`src/rtl/flash_spi_reader.sv`:
```
// flash_spi_reader: single-bit SPI READ (0x03) master that fetches a block of flash bytes
// and streams them out one byte per rd_valid strobe.
module flash_spi_reader #(
    parameter int HALF_DIV = 1,
    parameter int LEN_W    = 8
) (
    input  logic             clk_25m,
    input  logic             sys_rstn,
    input  logic             start_i,
    input  logic [23:0]      addr_i,
    input  logic [LEN_W-1:0] len_i,
    output logic             busy_o,
    output logic             done_o,
    output logic [7:0]       rd_data_o,
    output logic             rd_valid_o,
    output logic             spi_cclk_o,
    output logic             spi_cs_n_o,
    output logic             spi_mosi_o,
    output logic             spi_mosi_oe_n_o,
    input  logic             spi_miso_i,
    output logic             spi_wp_n_o,
    output logic             spi_hold_n_o
);
    localparam int DW = $clog2(2 * HALF_DIV);
    localparam logic [DW-1:0] HALF_M1 = DW'(HALF_DIV - 1);
    localparam logic [DW-1:0] GAP_M1 = DW'(2 * HALF_DIV - 1);
    localparam logic [DW-1:0] DIV_ONE = DW'(1);
    localparam logic [LEN_W:0] CMD_BYTES = (LEN_W+1)'(4);
    localparam logic [LEN_W:0] BYTE_ONE = (LEN_W+1)'(1);

    typedef enum logic [2:0] {IDLE, SETUP, SHIFT_HI, SHIFT_LO, HOLD, GAP} state_t;

    state_t            state_q, state_d;
    logic [DW-1:0]     div_q, div_d;
    logic [31:0]       sh_q, sh_d;
    logic [LEN_W-1:0]  len_q, len_d;
    logic [LEN_W:0]    byte_q, byte_d;
    logic [2:0]        bit_q, bit_d;
    logic              miso_q, miso_d;
    logic [7:0]        rd_data_q, rd_data_d;
    logic              rd_valid_q, rd_valid_d;
    logic              last_half, data_ph, active;

    assign last_half = div_q == '0;
    // byte_q counts the four command bytes plus the data bytes still to go
    assign data_ph = byte_q <= {1'b0, len_q};
    assign active = state_q inside {SETUP, SHIFT_HI, SHIFT_LO, HOLD};

    always_ff @(posedge clk_25m or negedge sys_rstn) begin
        if (!sys_rstn) begin
            state_q    <= IDLE;
            div_q      <= '0;
            sh_q       <= '0;
            len_q      <= '0;
            byte_q     <= '0;
            bit_q      <= '0;
            miso_q     <= 1'b0;
            rd_data_q  <= '0;
            rd_valid_q <= 1'b0;
        end else begin
            state_q    <= state_d;
            div_q      <= div_d;
            sh_q       <= sh_d;
            len_q      <= len_d;
            byte_q     <= byte_d;
            bit_q      <= bit_d;
            miso_q     <= miso_d;
            rd_data_q  <= rd_data_d;
            rd_valid_q <= rd_valid_d;
        end
    end

    always_comb begin
        state_d    = state_q;
        div_d      = div_q;
        sh_d       = sh_q;
        len_d      = len_q;
        byte_d     = byte_q;
        bit_d      = bit_q;
        miso_d     = miso_q;
        rd_data_d  = rd_data_q;
        rd_valid_d = 1'b0;
        case (state_q)
            IDLE: if (start_i) begin
                state_d = (len_i != '0) ? SETUP : GAP;
                div_d   = (len_i != '0) ? HALF_M1 : '0;
                sh_d    = {8'h03, addr_i};
                len_d   = len_i;
                byte_d  = {1'b0, len_i} + CMD_BYTES;
                bit_d   = '0;
            end
            SETUP, SHIFT_LO: if (last_half) begin
                state_d = SHIFT_HI;
                div_d   = HALF_M1;
                miso_d  = spi_miso_i;
            end else div_d = div_q - DIV_ONE;
            SHIFT_HI: begin
                // the byte's last sample was taken on the edge that opened this half
                if (div_q == HALF_M1 && data_ph && bit_q == 3'd7) begin
                    rd_data_d  = {sh_q[6:0], miso_q};
                    rd_valid_d = 1'b1;
                end
                if (last_half) begin
                    state_d = (bit_q == 3'd7 && byte_q == BYTE_ONE) ? HOLD : SHIFT_LO;
                    div_d   = HALF_M1;
                    sh_d    = {sh_q[30:0], miso_q};
                    bit_d   = bit_q + 3'd1;
                    byte_d  = (bit_q == 3'd7) ? byte_q - BYTE_ONE : byte_q;
                end else div_d = div_q - DIV_ONE;
            end
            HOLD: if (last_half) begin
                state_d = GAP;
                div_d   = GAP_M1;
            end else div_d = div_q - DIV_ONE;
            GAP: if (last_half) state_d = IDLE;
                 else div_d = div_q - DIV_ONE;
            default: state_d = IDLE;
        endcase
    end

    assign spi_cs_n_o      = !active;
    assign spi_cclk_o      = state_q == SHIFT_HI;
    assign spi_mosi_oe_n_o = !(active && !data_ph);
    assign spi_mosi_o      = !spi_mosi_oe_n_o && sh_q[31];
    assign busy_o          = state_q != IDLE;
    assign done_o          = state_q == GAP && last_half;
    assign rd_data_o       = rd_data_q;
    assign rd_valid_o      = rd_valid_q;
    assign spi_wp_n_o      = 1'b1;
    assign spi_hold_n_o    = 1'b1;
endmodule

```
`config.mk`:
```
export PLATFORM = sky130hd
export DESIGN_NAME = flash_spi_reader
export DESIGN_NICKNAME = d
export VERILOG_FILES = /design/src/rtl/flash_spi_reader.sv
export SDC_FILE = /design/constraint.sdc
export NUM_CORES = 1
export LEC_CHECK = 0
export CELL_PAD_IN_SITES_DETAIL_PLACEMENT = 1
export CELL_PAD_IN_SITES_GLOBAL_PLACEMENT = 1
export CORE_UTILIZATION = 25
export CTS_CLUSTER_DIAMETER = 80
export CTS_CLUSTER_SIZE = 12
export DETAILED_ROUTE_END_ITERATION = 10
export GPL_ROUTABILITY_DRIVEN = 0
export PLACE_DENSITY = 0.6
export SLEW_MARGIN = 15
export SYNTH_ARGS = -nofsm -noshare
export SYNTH_HDL_FRONTEND = slang
export SYNTH_SLANG_ARGS = --single-unit
```
`constraint.sdc`:
```
create_clock -name clk_25m -period 2 [get_ports clk_25m]
set_input_delay 0.4 -clock clk_25m [delete_from_list [all_inputs] [get_ports clk_25m]]
set_output_delay 0.4 -clock clk_25m [all_outputs]
set_load 0.02 [all_outputs]
```
# --- Word-level counts from Yosys, hierarchy flattened ---
# Cells that the tools add are included.
word_totals:
  word_cells: 76
  output_inout_bits: 17
  ff_bits: 66
  inputBits: 36
classes:
  reduce_logical: 24
  order_cmp: 1
  mux: 24
  eq_ne: 13
  bitwise_logic: 1
  addsub: 4
op_table:
  columns: ["cell", "n"]
  rows:
  - ["2-to-1 mux 32 bit", 2]
  - ["one-hot mux 32 bit (2 select lines)", 1]
  - ["2-to-1 mux 3 bit", 9]
  - ["2-to-1 mux 9 bit", 3]
  - ["one-hot mux 9 bit (2 select lines)", 1]
  - ["one-hot mux 3 bit (5 select lines)", 1]
  - ["inequality test 2 bit, second input constant", 5]
  - ["adder 8 x 3 -> 9 bit, second input constant", 1]
  - ["equality test 3 bit, second input constant", 3]
  - ["equality test 9 x 1 -> 1 bit, second input constant", 1]
  - ["less-or-equal comparator 9 x 8 -> 1 bit", 1]
  - ["subtractor 9 x 1 -> 9 bit, second input constant", 1]
  - ["AND reduction 2 bit", 4]
  - ["nonzero test 8 bit", 1]
  - ["equality test 3 x 2 -> 1 bit, second input constant", 2]
  - ["logical AND 1 bit", 6]
  - ["one-hot mux 3 bit (2 select lines)", 1]
  - ["nonzero test 3 bit", 2]
  - ["2-to-1 mux 1 bit", 5]
  - ["AND reduction 5 bit", 1]
  - ["AND reduction 4 bit", 1]
  - ["nonzero test 4 bit", 1]
  - ["OR reduction 4 bit", 1]
  - ["adder 3 x 1 -> 3 bit, second input constant", 1]
  - ["other kinds (10)", 12]

# --- Logic depth before layout (Yosys ltp) ---
logic_depth:
  ltp_word: 5
  ltp_mapped: 7

# --- Worst setup path before layout ---
# Ideal clock, no wire load.
synth_path:
  path_type: "flip-flop to output port"
  startpoint: "register byte_q[7]"
  endpoint: "output spi_mosi_o"
  arrival_ns: 1.771
  path_stages_with_launch: 7
  path_slack_ns: -0.171
  path_cell_list: "dfrtp_1 -> ha_1 -> a211oi_2 -> nand2_1 -> a2111oi_4 -> nor2_1 -> and3_1"
synth_via:
  elab_chain_cells: 4
synth_lines:
  columns: ["item", "line_no", "text"]
  rows:
  - ["from (decl)", "37", "logic [LEN_W:0] byte_q, byte_d;"]
  - ["from (signal assigned)", "65", "byte_q <= byte_d;"]
  - ["less-or-equal comparator 9 x 8 -> 1 bit", "46", "assign data_ph = byte_q <= {1'b0, len_q};"]
  - ["logical NOT 1 bit", "123", "assign spi_mosi_oe_n_o = !(active && !data_ph);"]
  - ["logical AND 1 bit", "123", null]
  - ["logical AND 1 bit", "124", "assign spi_mosi_o = !spi_mosi_oe_n_o && sh_q[31];"]
  - ["to (decl)", "18", "output logic spi_mosi_o,"]
# Every way passes these cells.

# --- Worst setup path in the final report ---
layout_path:
  startpoint: "register len_q[7]"
  endpoint: "output spi_mosi_o"
layout_via:
  elab_chain_cells: 4
layout_lines:
  columns: ["item", "line_no", "text"]
  rows:
  - ["from (decl)", "36", "logic [LEN_W-1:0] len_q, len_d;"]
  - ["from (signal assigned)", "64", "len_q <= len_d;"]
  - ["less-or-equal comparator 9 x 8 -> 1 bit", "46", null]
  - ["logical NOT 1 bit", "123", null]
  - ["logical AND 1 bit", "123", null]
  - ["logical AND 1 bit", "124", null]
# Every way passes these cells.

==> run metrics <==
core area 13350 um^2; Crit. End Element output port; Final setup viols 10; Seq cells post-synth 66; DPL Wire Length 6777 um; cell count after synthesis 383; Via-to-Cell Ratio 4.721; clk_lat worst skew 0.34 ns; final core occ 0.3741; vias in the first global route 3350; I/O pin count 53; CP Data Required Time 1.60 ns; Mapped Area 3442 um^2; crit path DAT 1.97 ns; timing-limited maximum frequency 422.3 MHz; Max Cap Violations 0; Clock Skew 0.01079 ns; Port Buf Inserts 50; Top FF cell, synth dfrtp_1; drt total wl 10000 um; pin count of the biggest net entering global routing 67; Worst Slack Setup Final -0.3678 ns; die width 119.3 um; P_int 5.216 mW; initial DRC count 109; clock transition at the registers of the reported paths 0.06 ns; critical path peak fanout 3; final total power 8.682 mW; Avg Cell Area, Syn 8.987 um^2; total number of vias 3097; First-pass DRT Iterations 4; sequential power share 0.272; leakage power 2.225 nW; ant diodes 0; yosys warns 0; setup_tns -1.060 ns; DR WL/cell 15.25 um; maximum vdd drop 0.0005352 V; count of cell types in the netlist 44; fin crit period 2.368 ns; die footprint 14240 um^2; PD cells 1739 nW/um^2; reg2reg path depth 8; clock share of power 0.212; H-Tree Depth 3; grt total ovfl 0; Setup WS pre-CTS -0.5697 ns; CTS tree done; RSZ-0062 raised after global routing true; clk sink count 66; failing checks setup timing; Tcrit/Tclk final 1.184; Cell Rows 42; Combinational Power Share 0.516; first-pass GRT wire length 16770 um; Area Growth Syn to Fin 45.07%; Hold Slack 0.06893 ns; initial antenna violation count 0; Final nets 525; # DRC 0; die height 119.3 um; switching power 3.467 mW; Slew Viols, Final 0; outcome finished, violations left; number of buffers created by CTS 9; DRT antenna net count 0; ys async rst share 1.000; Initial Utilization 0.2579; Sw Share 0.3993; WS Path Type register to output port; worst hold path class input port to asynchronous set/reset pin; Total GRT Usage 0.1501; layout cells sized above 1 0.2375; Longest Clk Path Bufs 2; Seq/Total Area, Yosys 0.4798; startpoint type of the worst setup path register; number of synthesized flops with an enable pin 0; Final Hold Viols 0; Clock Tree Root clkbuf_16
[layer usage]
metal,routed length [um],global-route usage,share of wire
met1,4450,0.1797,0.44
met2,5103,0.2609,0.51
met3,194,0.02778,0.019
met4,254,0.06641,0.025
met5,0,0,0
[Yosys cell counts, types with 2 or more instances]
| cell | count | share of area |
|---|---|---|
| o21ai_1 | 4 | 0.0058 |
| o22ai_1 | 4 | 0.0073 |
| a31oi_1 | 25 | 0.045 |
| buf_2 | 9 | 0.013 |
| nand3_1 | 13 | 0.019 |
| buf_4 | 2 | 0.0044 |
| o21ai_0 | 17 | 0.025 |
| and3_1 | 2 | 0.0036 |
| a211oi_1 | 2 | 0.0044 |
| or3_1 | 3 | 0.0055 |
| nand2_1 | 92 | 0.10 |
| clkbuf_1 | 13 | 0.014 |
| xnor2_1 | 5 | 0.013 |
| mux2_4 | 8 | 0.035 |
| a22o_1 | 2 | 0.0051 |
| inv_1 | 15 | 0.016 |
| nor4b_1 | 3 | 0.0076 |
| nor2_1 | 37 | 0.040 |
| nor3_1 | 5 | 0.0073 |
| nor2b_1 | 3 | 0.0055 |
| ha_1 | 14 | 0.051 |
| a21oi_1 | 15 | 0.022 |
| nand2b_1 | 4 | 0.0073 |
| dfrtp_1 | 66 | 0.48 |
[critical path, stage by stage (launching register included)]
cell	delay (ns)
dfrtp_1	0.38
inv_2	0.08
ha_4	0.22
a211oi_4	0.25
nand2_2	0.10
a2111oi_4	0.25
nor2_2	0.08
and3_4	0.16
buf_6	0.12
[repair_timing]
action	in CTS	in global routing
gates cloned	1	0
setup endpoints to repair	14	44
buffers inserted	3	3
hold buffers	0	0
resized for setup	31	21
pin swaps	6	7
[stage by stage]
stage,area [um^2],std cells
5_1_grt,4994,656
6_report,4994,656
3_3_place_gp,4483,636
2_1_floorplan,3463,384
3_5_place_dp,4483,636
4_1_cts,4881,655
[cell type report]
class / instances / area, um^2
clock inverter: 6 / 112.6
multi-input combinational: 279 / 1798
sequential: 66 / 1655
timing repair buffer: 103 / 918.4
fill: 1558 / 8354
tap: 176 / 220.2
clock buffer: 10 / 229.0
inverter: 16 / 60.06
[cells in the final DEF (no fill, tap or decap), drive strengths merged, types with 2 or more instances in the layout]
cell type,count
nand2,92
dfrtp,66
buf,57
clkdlybuf4s50,43
nor2,37
a31oi,25
o21ai,21
inv,17
a21oi,15
ha,14
nand3,13
clkbuf,10
mux2,9
nor3,6
xnor2,5
nand2b,4
o22ai,4
nor4b,4
nor2b,3
bufinv,3
or3,3
a211oi,3
clkdlybuf4s15,3
o21bai,2
a22o,2
conb,2
and3,2
clkinv,2
[cell families (layout without fill, tap and decap cells)]
family	Yosys count	count (layout)	share of synthesized area
adder cells (fa/ha/maj)	14	14	0.05089
XOR/XNOR	5	5	0.01272
AO/OA/AOI/OAI	78	79	0.1487
multiplexers	10	10	0.04108
flip-flops	66	66	0.4798
buffers and inverters	40	135	0.04907
other	1	2	0.001089
AND/OR/NAND/NOR	169	169	0.2166
[state kept, by name (all words and copies together), names as in the netlist]
| name | count |
|---|---|
| bit_q | 3 |
| miso_q | 1 |
| div_q | 1 |
| byte_q | 9 |
| state_q | 3 |
| len_q | 8 |
| sh_q | 32 |
| rd_valid_o | 1 |
| rd_data_o | 8 |
[worst paths after layout]
kind | slack [ns] | startpoint | endpoint
min in group clk_25m | 0.47 | sh_q[26] | sh_q[27]
setup reg to reg | -0.08 | len_q[7] | rd_data_o[0]
setup / recovery | -0.37 | len_q[7] | spi_mosi_o
hold reg to reg | 0.47 | sh_q[26] | sh_q[27]
max in group asynchronous | 1.60 | sys_rstn | state_q[2]
hold / removal | 0.07 | sys_rstn | rd_data_o[7]
[power groups by stage]
stage	combinational, mW	clock (mW)	sequential, mW
global route	4.96	1.94	2.44
floorplan	2.44	0	2.37
global placement	3.98	0	2.31
finish	4.48	1.84	2.36
CTS	4.34	1.89	2.34
detailed placement	4.10	0	2.34
No activity file was read; power rests on OpenSTA's default activity.
